`src/rtl/mem_access_unit.sv`:
```
// Load/store unit: aligns core byte/half/word/double accesses onto an XLEN-wide memory bus.
// Latency: handshake at N, first beat at N+1, response two cycles after the handshake for a zero-wait beat.
// Backpressure: req_ready only in IDLE; each beat holds mem_* stable until mem_ready or TIMEOUT expiry.
// Optional build macro MEM_ACCESS_SPLIT_EN: boundary-crossing accesses issue two beats instead of erroring.
module mem_access_unit #(
  parameter int XLEN    = 32,
  parameter int ADDR_W  = 32,
  parameter int TIMEOUT = 255
) (
  input  logic                clk,
  input  logic                reset,
  input  logic                req_valid,
  output logic                req_ready,
  input  logic                req_we,
  input  logic [1:0]          req_size,
  input  logic                req_unsigned,
  input  logic [ADDR_W-1:0]   req_addr,
  input  logic [XLEN-1:0]     req_wdata,
  output logic                rsp_valid,
  output logic [XLEN-1:0]     rsp_rdata,
  output logic                rsp_err,
  output logic                mem_valid,
  input  logic                mem_ready,
  output logic                mem_we,
  output logic [ADDR_W-1:0]   mem_addr,
  output logic [XLEN-1:0]     mem_wdata,
  output logic [XLEN/8-1:0]   mem_wstrb,
  input  logic [XLEN-1:0]     mem_rdata
);

  localparam int NB    = XLEN / 8;
  localparam int OFF_W = $clog2(NB);

  typedef enum logic [1:0] {IDLE, BEAT1, BEAT2, RESP} state_t;

  state_t              state, state_nxt;
  logic                started;
  logic                we_q;
  logic [1:0]          size_q;
  logic                uns_q;
  logic [ADDR_W-1:0]   addr_q;
  logic [XLEN-1:0]     wdata_q;
  logic [9:0]          wait_cnt, wait_nxt;
  logic [XLEN-1:0]     rdata_q, rdata_nxt;
  logic                err_q, err_nxt;

  logic                handshake;
  logic                req_bad_size;
  logic                req_reject;
  logic                split_beat;

  logic [OFF_W-1:0]    off_q;
  logic [ADDR_W-1:0]   base_addr;
  logic [NB-1:0]       size_mask;
  logic [XLEN-1:0]     wdata_masked;
  logic [2*NB-1:0]     lane_mask_w;
  logic [2*XLEN-1:0]   lane_data_w;
  logic [XLEN-1:0]     raw_load;
  logic                sign_bit;
  logic [XLEN-1:0]     ext_load;

  assign handshake    = req_valid & req_ready;
  assign req_bad_size = (XLEN == 32) && (req_size == 2'b11);

  assign off_q     = addr_q[OFF_W-1:0];
  assign base_addr = {addr_q[ADDR_W-1:OFF_W], {OFF_W{1'b0}}};

`ifdef MEM_ACCESS_SPLIT_EN
  logic [4:0]          req_nbytes;
  logic [4:0]          req_end;
  logic [4:0]          end_q;
  logic [XLEN-1:0]     beat1_q;
  logic [2*XLEN-1:0]   rd_cat;

  // Any boundary crossing can be served by two beats, so only the size can be illegal.
  always_comb begin
    req_nbytes = 5'd1 << req_size;
    req_end    = 5'(req_addr[OFF_W-1:0]) + req_nbytes;
    req_reject = req_bad_size;
  end

  assign end_q      = 5'(off_q) + (5'd1 << size_q);
  assign split_beat = (end_q > 5'(NB));

  // Hold the low-address beat's read data until the second beat completes the merge.
  always_ff @(posedge clk or negedge reset) begin
    if (!reset) begin
      beat1_q <= '0;
    end else if (state == BEAT1 && mem_ready) begin
      beat1_q <= mem_rdata;
    end
  end

  // Concatenate both beats so one shift right-aligns the requested bytes.
  always_comb begin
    rd_cat   = (state == BEAT2) ? {mem_rdata, beat1_q} : {{XLEN{1'b0}}, mem_rdata};
    raw_load = XLEN'(rd_cat >> {off_q, 3'b000});
  end
`else
  logic [2:0] req_amask;
  logic       req_misal;

  // Without splitting, any access not naturally aligned to its size is refused.
  always_comb begin
    case (req_size)
      2'b00:   req_amask = 3'b000;
      2'b01:   req_amask = 3'b001;
      2'b10:   req_amask = 3'b011;
      default: req_amask = 3'b111;
    endcase
    req_misal  = |(req_addr[2:0] & req_amask);
    req_reject = req_bad_size | req_misal;
  end

  assign split_beat = 1'b0;
  assign raw_load   = mem_rdata >> {off_q, 3'b000};
`endif

  // Byte-lane mask of the access size, and store data trimmed to that size.
  always_comb begin
    size_mask = '0;
    case (size_q)
      2'b00:   size_mask[0]   = 1'b1;
      2'b01:   size_mask[1:0] = 2'b11;
      2'b10:   size_mask[3:0] = 4'b1111;
      default: size_mask      = '1;
    endcase
    for (int i = 0; i < NB; i++) begin
      wdata_masked[i*8 +: 8] = size_mask[i] ? wdata_q[i*8 +: 8] : 8'h00;
    end
    lane_mask_w = {{NB{1'b0}}, size_mask} << off_q;
    lane_data_w = {{XLEN{1'b0}}, wdata_masked} << {off_q, 3'b000};
  end

  // Zero/sign-extend the right-aligned load bytes to the full register width.
  always_comb begin
    case (size_q)
      2'b00:   sign_bit = raw_load[7];
      2'b01:   sign_bit = raw_load[15];
      2'b10:   sign_bit = raw_load[31];
      default: sign_bit = raw_load[XLEN-1];
    endcase
    sign_bit = sign_bit & ~uns_q;
    for (int i = 0; i < NB; i++) begin
      ext_load[i*8 +: 8] = size_mask[i] ? raw_load[i*8 +: 8] : {8{sign_bit}};
    end
  end

  // Memory bus is driven only during a beat; BEAT2 covers the upper aligned word.
  always_comb begin
    mem_valid = 1'b0;
    mem_we    = 1'b0;
    mem_addr  = '0;
    mem_wdata = '0;
    mem_wstrb = '0;
    if (state == BEAT1) begin
      mem_valid = 1'b1;
      mem_we    = we_q;
      mem_addr  = base_addr;
      mem_wdata = lane_data_w[XLEN-1:0];
      mem_wstrb = we_q ? lane_mask_w[NB-1:0] : '0;
    end else if (state == BEAT2) begin
      mem_valid = 1'b1;
      mem_we    = we_q;
      mem_addr  = base_addr + ADDR_W'(NB);
      mem_wdata = lane_data_w[2*XLEN-1:XLEN];
      mem_wstrb = we_q ? lane_mask_w[2*NB-1:NB] : '0;
    end
  end

  // Next-state logic with per-beat wait counting and response capture.
  always_comb begin
    state_nxt = state;
    wait_nxt  = wait_cnt;
    rdata_nxt = rdata_q;
    err_nxt   = err_q;
    case (state)
      IDLE: begin
        if (handshake) begin
          wait_nxt  = '0;
          rdata_nxt = '0;
          err_nxt   = 1'b0;
          if (req_reject) begin
            state_nxt = RESP;
            err_nxt   = 1'b1;
          end else begin
            state_nxt = BEAT1;
          end
        end
      end
      BEAT1, BEAT2: begin
        if (mem_ready) begin
          wait_nxt = '0;
          if (state == BEAT1 && split_beat) begin
            state_nxt = BEAT2;
          end else begin
            state_nxt = RESP;
            rdata_nxt = we_q ? '0 : ext_load;
          end
        end else if (wait_cnt == 10'(TIMEOUT - 1)) begin
          state_nxt = RESP;
          err_nxt   = 1'b1;
          rdata_nxt = '0;
          wait_nxt  = '0;
        end else begin
          wait_nxt = wait_cnt + 10'd1;
        end
      end
      RESP: begin
        state_nxt = IDLE;
      end
      default: begin
        state_nxt = IDLE;
      end
    endcase
  end

  // State, counter and response registers; reset drops any transaction in flight.
  always_ff @(posedge clk or negedge reset) begin
    if (!reset) begin
      state    <= IDLE;
      wait_cnt <= '0;
      rdata_q  <= '0;
      err_q    <= 1'b0;
    end else begin
      state    <= state_nxt;
      wait_cnt <= wait_nxt;
      rdata_q  <= rdata_nxt;
      err_q    <= err_nxt;
    end
  end

  // Keeps req_ready low until the first edge after reset release.
  always_ff @(posedge clk or negedge reset) begin
    if (!reset) begin
      started <= 1'b0;
    end else begin
      started <= 1'b1;
    end
  end

  // Request fields are captured on the handshake and held for the whole transaction.
  always_ff @(posedge clk or negedge reset) begin
    if (!reset) begin
      we_q    <= 1'b0;
      size_q  <= 2'b00;
      uns_q   <= 1'b0;
      addr_q  <= '0;
      wdata_q <= '0;
    end else if (handshake) begin
      we_q    <= req_we;
      size_q  <= req_size;
      uns_q   <= req_unsigned;
      addr_q  <= req_addr;
      wdata_q <= req_wdata;
    end
  end

  assign req_ready = started && (state == IDLE);
  assign rsp_valid = (state == RESP);
  assign rsp_err   = (state == RESP) && err_q;
  assign rsp_rdata = (state == RESP) ? rdata_q : '0;

endmodule

```
`config.mk`:
```
export PLATFORM = sky130hd
export DESIGN_NAME = mem_access_unit
export DESIGN_NICKNAME = d
export VERILOG_FILES = /design/src/rtl/mem_access_unit.sv
export SDC_FILE = /design/constraint.sdc
export NUM_CORES = 1
export LEC_CHECK = 0
export CAP_MARGIN = 40
export CORE_ASPECT_RATIO = 1.75
export CORE_MARGIN = 4
export CORE_UTILIZATION = 40
export DETAILED_ROUTE_END_ITERATION = 16
export PLACE_DENSITY = 0.78
export SKIP_CTS_REPAIR_TIMING = 1
export SLEW_MARGIN = 20
export SYNTH_ARGS = -nofsm -noshare
export SYNTH_HDL_FRONTEND = slang
export SYNTH_SLANG_ARGS = --single-unit
```
`constraint.sdc`:
```
create_clock -name clk -period 2.93 [get_ports clk]
set_input_delay 0.879 -clock clk [delete_from_list [all_inputs] [get_ports clk]]
set_output_delay 0.879 -clock clk [all_outputs]
set_load 0.05 [all_outputs]
```
---- Word level (Yosys, flattened, before mapping) ----
Index checks and enable logic that the tools add are counted.
cells by class
  add/sub/neg operators ................... 2
  multipliers ............................. 0
  divide/modulo/power cells ............... 0
  magnitude comparators ................... 0
  equal/unequal tests ..................... 12
  shifts and indexed selects .............. 3
  muxes and demuxes ....................... 42
  bitwise gates (word level) .............. 5
  reduce and logical (&&, ||, !) cells .... 13
operator list
  cell                                                  count
  two-way mux 32 bit                                    9
  one-hot mux 32 bit (2 select lines)                   1
  << shifter 32 x 5 -> 64 bit                           1
  two-way mux 8 bit                                     6
  adder 32 x 3 -> 32 bit, second input constant         1
  >> shifter 32 x 5 -> 32 bit                           1
  two-way mux 10 bit                                    3
  one-hot mux 10 bit (2 select lines)                   1
  two-way mux 4 bit                                     4
  adder 10 x 1 -> 10 bit, second input constant         1
  equality test 10 x 8 -> 1 bit, second input constant  1
  two-way mux 2 bit                                     5
  two-way mux 1 bit                                     9
  one-hot mux 3 bit (3 select lines)                    1
  equality test 2 bit, second input constant            4
  << shifter 4 x 2 -> 8 bit                             1
  equality test 2 x 1 -> 1 bit, second input constant   3
  logical NOT 2 bit                                     3
  inequality test 2 bit, second input constant          3
  one-hot mux 2 bit (3 select lines)                    1
  one-hot mux 1 bit (2 select lines)                    2
  AND reduction 2 bit                                   2
  AND reduction 4 bit                                   1
  OR reduction 2 bit                                    2
  other kinds (9)                                       11
storage, ports and cells
  register bits after elaboration ......... 114
  latch bits .............................. 0
  memory bits (writable) .................. 0
  bits in read-only memories .............. 0
  input port bits ......................... 104
  memories ................................ 0

---- Depth between registers and ports, before layout ----
Gate-level depths: netlist of run 1.
  word-level depth ........................ 8
  depth in mapped cells ................... 8
  gate-level depth less buffers ........... 6

---- Worst setup path before layout of run 1 ----
No wires, ideal clock.
  path type ............................... reg2out
  start point ............................. register state[1]
  end point ............................... output port mem_addr[30]
  arrival ................................. 2.576 ns
  data required time ...................... 2.051 ns
  slack ................................... -0.525 ns
  cell stages (with the launch flop) ...... 7
  cells stage by stage .................... dfrtp_1 -> inv_1 -> ha_1 -> nand3b_1 -> or3_4 -> or4_1 -> a21oi_1
on the way
  word-level cells in the longest chain between the ends .. 3
  elaborated cells on any way between the ends .. 4
ends and longest elaborated chain
  element                 RTL line  source
  start, declared         36        state_t state, state_nxt;
  start signal, assigned  226       state <= state_nxt;
  equality test 2 bit     162       end else if (state == BEAT2) begin
  two-way mux 32 bit      162
  two-way mux 32 bit *    156       if (state == BEAT1) begin
  end, declared           25        output logic [ADDR_W-1:0] mem_addr,
Mark *: on every way between the ends. The rest lies on a longest branch, timed or not.

---- Worst setup path after layout of run 1 ----
  start point ............................. register state[0]
  end point ............................... output port mem_addr[30]
Same word-level chain as after synthesis.

==> metrics.csv, run 1 <==
metric;value;unit
minimum clock period;3.298;ns
largest net degree at the start of global routing;78;
Max-Cap Viols;0;
vias in the first global route;7820;
share of post-route cells with drive strength above 1;0.3782;
Cell Rows;64;
worst-path fanout max;4;
Hold Vio Cnt, Final;0;
final wirelength;30.80;mm
DR iter-0 viols;579;
clk sinks;114;
top cell family by delay on the critical path;simple AND/OR/NAND/NOR gates;
synthesized flop and latch total;114;
Max Clk Rate;303.2;MHz
RSZ-0062 raised after global routing;yes;
Core Box Area;17540;sq um
Routed Antenna Nets;0;
DRC;0;
share of flip-flops with an asynchronous set or reset;1.000;
final setup fails;51;
Layout Cells excl Fill;1378;
placed cell count;1302;
initial antenna violation count;2;
Slew HR;0.5872;
Via density;6.049;
width of the die;109.3;um
worst-margin pin slew;0.6158;ns
Die ar.;20250;sq um
failing checks;setup timing;
Slowest-stage cell, CP;or4_4;
Crit. End Element;primary output;
Crit path largest cell delay;0.46;ns
Area Growth Syn to Fin;78.99;%
leak pwr;5.408;nW
DR vias;8336;
max-slew violation count;0;
root buffer cell;clkbuf_16;
Power Total;15.24;mW
CP Data Required Time;2.05;ns
io pins;209;
total global routing overflow;0;
Total GRT Usage;0.2610;
filler cell count;1033;
CP startpoint kind;flip-flop;
Primary FF master, synth;dfrtp_1;
DP Wirelength;19.48;mm
Total Nets Final;1245;
YS warnings;0;
H-tree depth;4;
Num CTS Buffers;17;
Crit path arrival time;2.42;ns
PortBufs;206;
Pre-antenna DRT Iters;5;
Fin Hold WS;0.2825;ns
Synth area leaders;dfrtp_1 40%, nand2_1 13%, mux2_2 3.9%;
Setup WS pre-CTS;-0.08611;ns
Synth top area share;0.3971;
first-pass GRT wire length;41.39;mm
Die H;185.3;um
clock latency on the worst-skew pair;0.42;ns
setup ws final;-0.3682;ns
Initial Util;0.4096;
wire per inst;22.35;um
Fin Clk Skew;0.01307;ns
Worst Hold Class;in2async;
EDFF count, synth;0;
area leader, netlist;dfrtp_1;
CTS tree;done;
Post-Synthesis Cells;860;
Max rail drop VDD;817.4;uV
Mapped Area;7183;sq um
Cell variety after synth;62;
clk slew on worst S/H paths;0.06;ns
final worst-path cycle share;1.126;
Buf+Inv Stages, Crit Path;1;
status;finished, violations left;
buffer depth of the longest clock path;2;
critical path type;reg2out;
mean post-synth cell area;8.352;sq um
GP Congestion;0.9118;
Pwr per Cell Area;1185;nW/um^2
sequential share of the synthesized area;0.3971;
cell chain of the critical path;ha_4, nand3b_1, or3_4, or4_4, a21oi_4, buf_12;
## path summary, 6_finish.rpt
check | depth (start not counted) | slack, ns | from | endpoint
min in group clk | 1 | 0.48 | rdata_q[3] | rdata_q[3]
min reg2reg | 1 | 0.48 | rdata_q[3] | rdata_q[3]
max | 6 | -0.37 | state[0] | mem_addr[30]
max in group asynchronous | 2 | 1.96 | reset | size_q[1]
max reg2reg | 6 | 0.49 | addr_q[1] | rdata_q[31]
min | 1 | 0.28 | reset | addr_q[16]
## layer usage
metal  wire (um)  part of all wire  track usage  up-vias
li1            -                 -            -     3601
met1       10280              0.33       0.2825     4091
met2       16120              0.52       0.4621      497
met3        2196             0.071      0.05023      147
met4        2207             0.072       0.1578        0
met5           0                 0            0        -
## layout make-up
| type | count | area [sq um] | share of cell area |
|---|---|---|---|
| Multi-Input combinational cell | 681 | 5010 | 0.3896 |
| Sequential cell | 114 | 2864 | 0.2228 |
| Inverter | 12 | 51.30 | 0.003990 |
| Antenna cell | 2 | 5.005 | 0.0003893 |
| Timing Repair Buffer | 307 | 4006 | 0.3116 |
| Clock buffer | 20 | 446.7 | 0.03474 |
| Tap cell | 231 | 289.0 | 0.02248 |
| Clock inverter | 11 | 185.2 | 0.01440 |
## placed cells by master (no fill, tap or decap), drive strengths merged, types with 10 or more instances in the layout
cell and n:
mux2i 17, dfrtp 114, buf 204, nand2 245, a21oi 33, mux2 25, nand4 12, and2 41
o21a 10, clkbuf 21, o22ai 10, clkdlybuf4s50 102, a221o 16, nor2 42, inv 11, o31ai 12
a22o 12, o21ai 52
## cell usage after synthesis, drive strengths merged (3+ instances only)
| cell type | count |
|---|---|
| a21oi | 33 |
| a221o | 16 |
| a22o | 12 |
| a22oi | 9 |
| a2bb2oi | 8 |
| a31oi | 5 |
| a32oi | 8 |
| a41o | 5 |
| and2 | 41 |
| and3 | 7 |
| and4 | 6 |
| buf | 24 |
| clkbuf | 31 |
| dfrtp | 114 |
| ha | 8 |
| inv | 12 |
| mux2 | 25 |
| mux2i | 17 |
| nand2 | 245 |
| nand2b | 5 |
| nand3 | 9 |
| nand3b | 4 |
| nand4 | 12 |
| nor2 | 42 |
| nor2b | 7 |
| nor3 | 9 |
| nor4 | 6 |
| o211ai | 3 |
| o21a | 10 |
| o21ai | 52 |
| o22ai | 10 |
| o2bb2ai | 8 |
| o31ai | 12 |
| or2 | 3 |
| or3 | 6 |
| or4 | 8 |
| xnor2 | 5 |
| xor2 | 5 |
## state kept, by name, indices dropped and copies added, names as in the netlist
register and cells:
uns_q 1, wait_cnt 10, state 2, wdata_q 32, addr_q 32, err_q 1
we_q 1, started 1, size_q 2, rdata_q 32
## metrics by stage
stage	TNS [ns]	utilization	instance area, sq um
final	-8.051	0.7332	12860
after global routing	-10.56	0.7332	12860
after CTS	-14.62	0.6565	11510
after detailed placement	-0.6291	0.6205	10880
after global placement	-0.4561	0.6205	10880
after floorplan	-0.4193	-	7332
## kinds of logic after synthesis
logic type | share of synthesized area
buffers and inverters | 0.04163
xor gates and xnor gates | 0.01219
adders and majority gates | 0.01394
AOI/OAI and AO/OA | 0.2007
and+or+nand+nor | 0.2674
other | 0.001046
muxes | 0.06602
DFF | 0.3971
## power by group
group,switching [mW],total [mW],internal [mW]
Clock,0.765,2.28,1.52
Combinational,5.64,9.99,4.36
Sequential,0.748,2.96,2.21
Total,7.15,15.2,8.09
Power figures use the tool's default switching activity.
==> inputs of run 2 (changes only) <==
ABC_AREA = 1   (was unset)
PLACE_DENSITY = 0.77   (was 0.78)
RECOVER_POWER = 25   (was unset)
==> metrics.csv, run 2 <==
metric;value;unit
share of flip-flops with an asynchronous set or reset;1.000;
DRC;0;
EDFF count, synth;0;
width of the die;112.0;um
Setup WS pre-CTS;0.06296;ns
Max-Cap Viols;1;
most frequent cells in the layout;447 x nand2_1, 110 x inv_1, 108 x dfrtp_1;
share of post-route cells with drive strength above 1;0.2452;
Crit path largest cell delay;0.45;ns
Cell Rows;66;
RSZ-0062 raised after global routing;yes;
Core Box Area;18580;sq um
cell chain of the critical path;ha_4, buf_8, inv_6, nand2_4, nor2_4, nand4_1, nor2_2, o21ai_1, nor2_1, clkbuf_16;
top cell family by delay on the critical path;simple AND/OR/NAND/NOR gates;
commonest non-fill, non-tap cell in the layout;nand2_1;
Hold Vio Cnt, Final;0;
area leader, netlist;dfrtp_1;
Routed Antenna Nets;0;
worst-margin pin slew;1.676;ns
total global routing overflow;0;
vias in the first global route;8200;
CTS tree;done;
Finished Cell Area;12500;sq um
max-slew violation count;29;
Synth area leaders;dfrtp_1 38%, nand2_1 23%, o21ai_0 7.3%;
minimum clock period;3.176;ns
Initial Util;0.4075;
DR vias;8995;
Total Nets Final;1495;
synthesized flop and latch total;114;
failing checks;capacitance limit, slew limit, setup timing;
Primary FF master, synth;dfrtp_1;
Area Growth Syn to Fin;65.02;%
final wirelength;29.65;mm
Worst Hold Class;reg2reg;
wire per inst;18.13;um
count leader, synth;nand2_1;
Die ar.;21280;sq um
status;finished, violations left;
PortBufs;206;
most used routing layer;met2;
Power Total;15.51;mW
worst-path fanout max;5;
Post-Synthesis Cells;1160;
met2 usage;0.4450;
Crit path arrival time;2.30;ns
grt met1 use;0.2628;
setup ws final;-0.2457;ns
R2R Setup Slk;0.72;ns
synth cell count leaders;465 x nand2_1, 122 x inv_1, 114 x dfrtp_1, 110 x o21ai_0, 74 x nor2_1;
final setup fails;41;
Buf+Inv Stages, Crit Path;3;
DP Wirelength;19.85;mm
Num CTS Buffers;17;
DR iter-0 viols;750;
Synth top area share;0.3767;
Pwr per Cell Area;1242;nW/um^2
Slew HR;-0.1170;
critical path type;reg2out;
leak pwr;5.934;nW
Fin Clk Skew;0.01299;ns
GP Congestion;0.9180;
mean post-synth cell area;6.528;sq um
largest net degree at the start of global routing;53;
Total GRT Usage;0.2424;
root buffer cell;clkbuf_16;
io pins;209;
Area after DPL;10870;sq um
Slowest-stage cell, CP;dfrtp_2;
GR Util met3;0.04806;
clock latency on the worst-skew pair;0.42;ns
sequential share of the synthesized area;0.3767;
clk slew on worst S/H paths;0.05;ns
initial antenna violation count;2;
biggest regs;addr_q: 32 flops, rdata_q: 32 flops, wdata_q: 32 flops;
first-pass GRT wire length;41.34;mm
Max Clk Rate;314.9;MHz
clk sinks;114;
Die H;190.0;um
Via density;5.502;
filler cell count;1383;
Cell variety after synth;41;
final worst-path cycle share;1.084;
Pre-antenna DRT Iters;5;
Max rail drop VDD;836.6;uV
Mapped Area;7572;sq um
buffer depth of the longest clock path;2;
CP Data Required Time;2.05;ns
YS warnings;0;
CP startpoint kind;flip-flop;
Crit. End Element;primary output;
H-tree depth;4;
## run 2: cell count changes after synthesis, sizes merged, moves of 16 or more
cell and delta:
nand2 +227, inv +118, o21ai +62, nand3 +52
and2 -41, nor2 +39, mux2 -25, buf +18
mux2i -17, a221o -16
## run 2: worst paths after layout
| path | start | end | cells after the start |
|---|---|---|---|
| max | state[0] | mem_addr[15] | 10 |
| min | wdata_q[23] | wdata_q[23] | 2 |
| min reg2reg | wdata_q[23] | wdata_q[23] | 2 |
| max reg2reg | state[0] | rdata_q[29] | 10 |
| min in group asynchronous | reset | addr_q[23] | 1 |
| max in group asynchronous | reset | addr_q[20] | 2 |
## run 2: kinds of logic after synthesis
group	Yosys count	share of synthesized area
AO/OA/AOI/OAI	202	0.1497
XOR/XNOR	2	0.002314
adder cells (fa/ha/maj)	8	0.01322
buffers and inverters	191	0.1087
flip-flops	114	0.3767
other	2	0.0009918
AND/OR/NAND/NOR	641	0.3483
## run 2: where the power goes
group          switching [mW]  internal, mW  leakage [nW]
Sequential              0.587          2.20          1.45
Combinational            6.41          3.96          4.17
Clock                   0.798          1.55         0.316
Total                    7.80          7.72          5.93
## run 2: layer usage
layer  vias up  wire [um]
met4         0       1722
met1      4242      10070
li1       4157          -
met5         -          0
met2       458      15860
met3       138       1997
## run 2: cell type report
type | count | area, sq um | area share
well taps | 238 | 297.8 | 0.02383
diodes | 2 | 5.005 | 0.0004005
multi-input cells | 856 | 4592 | 0.3675
repair buffers | 264 | 3575 | 0.2861
inverters | 130 | 508.0 | 0.04065
flip-flops and latches | 114 | 2860 | 0.2289
clock buffers | 19 | 452.9 | 0.03625
clock inverters | 12 | 205.2 | 0.01642
## run 2: tightest hold or removal path: cells and delay by family, from the launching register on
kind             cells  cell delay (ns)
AND/OR/NAND/NOR      2             0.10
flip-flops           1             0.34
## run 2: per-stage QoR
| step | cells | util | hold slack, ns | TNS (ns) |
|---|---|---|---|---|
| floorplan | 1161 | - | 0.4492 | -1.222 |
| detailed placement | 1577 | 0.5853 | 0.4650 | 0 |
| global route | 1635 | 0.6725 | 0.4998 | -7.100 |
| finish | 1635 | 0.6725 | 0.4784 | -4.530 |
| CTS | 1608 | 0.6207 | 0.3913 | -10.62 |
| global placement | 1577 | 0.5853 | 0.4631 | 0 |
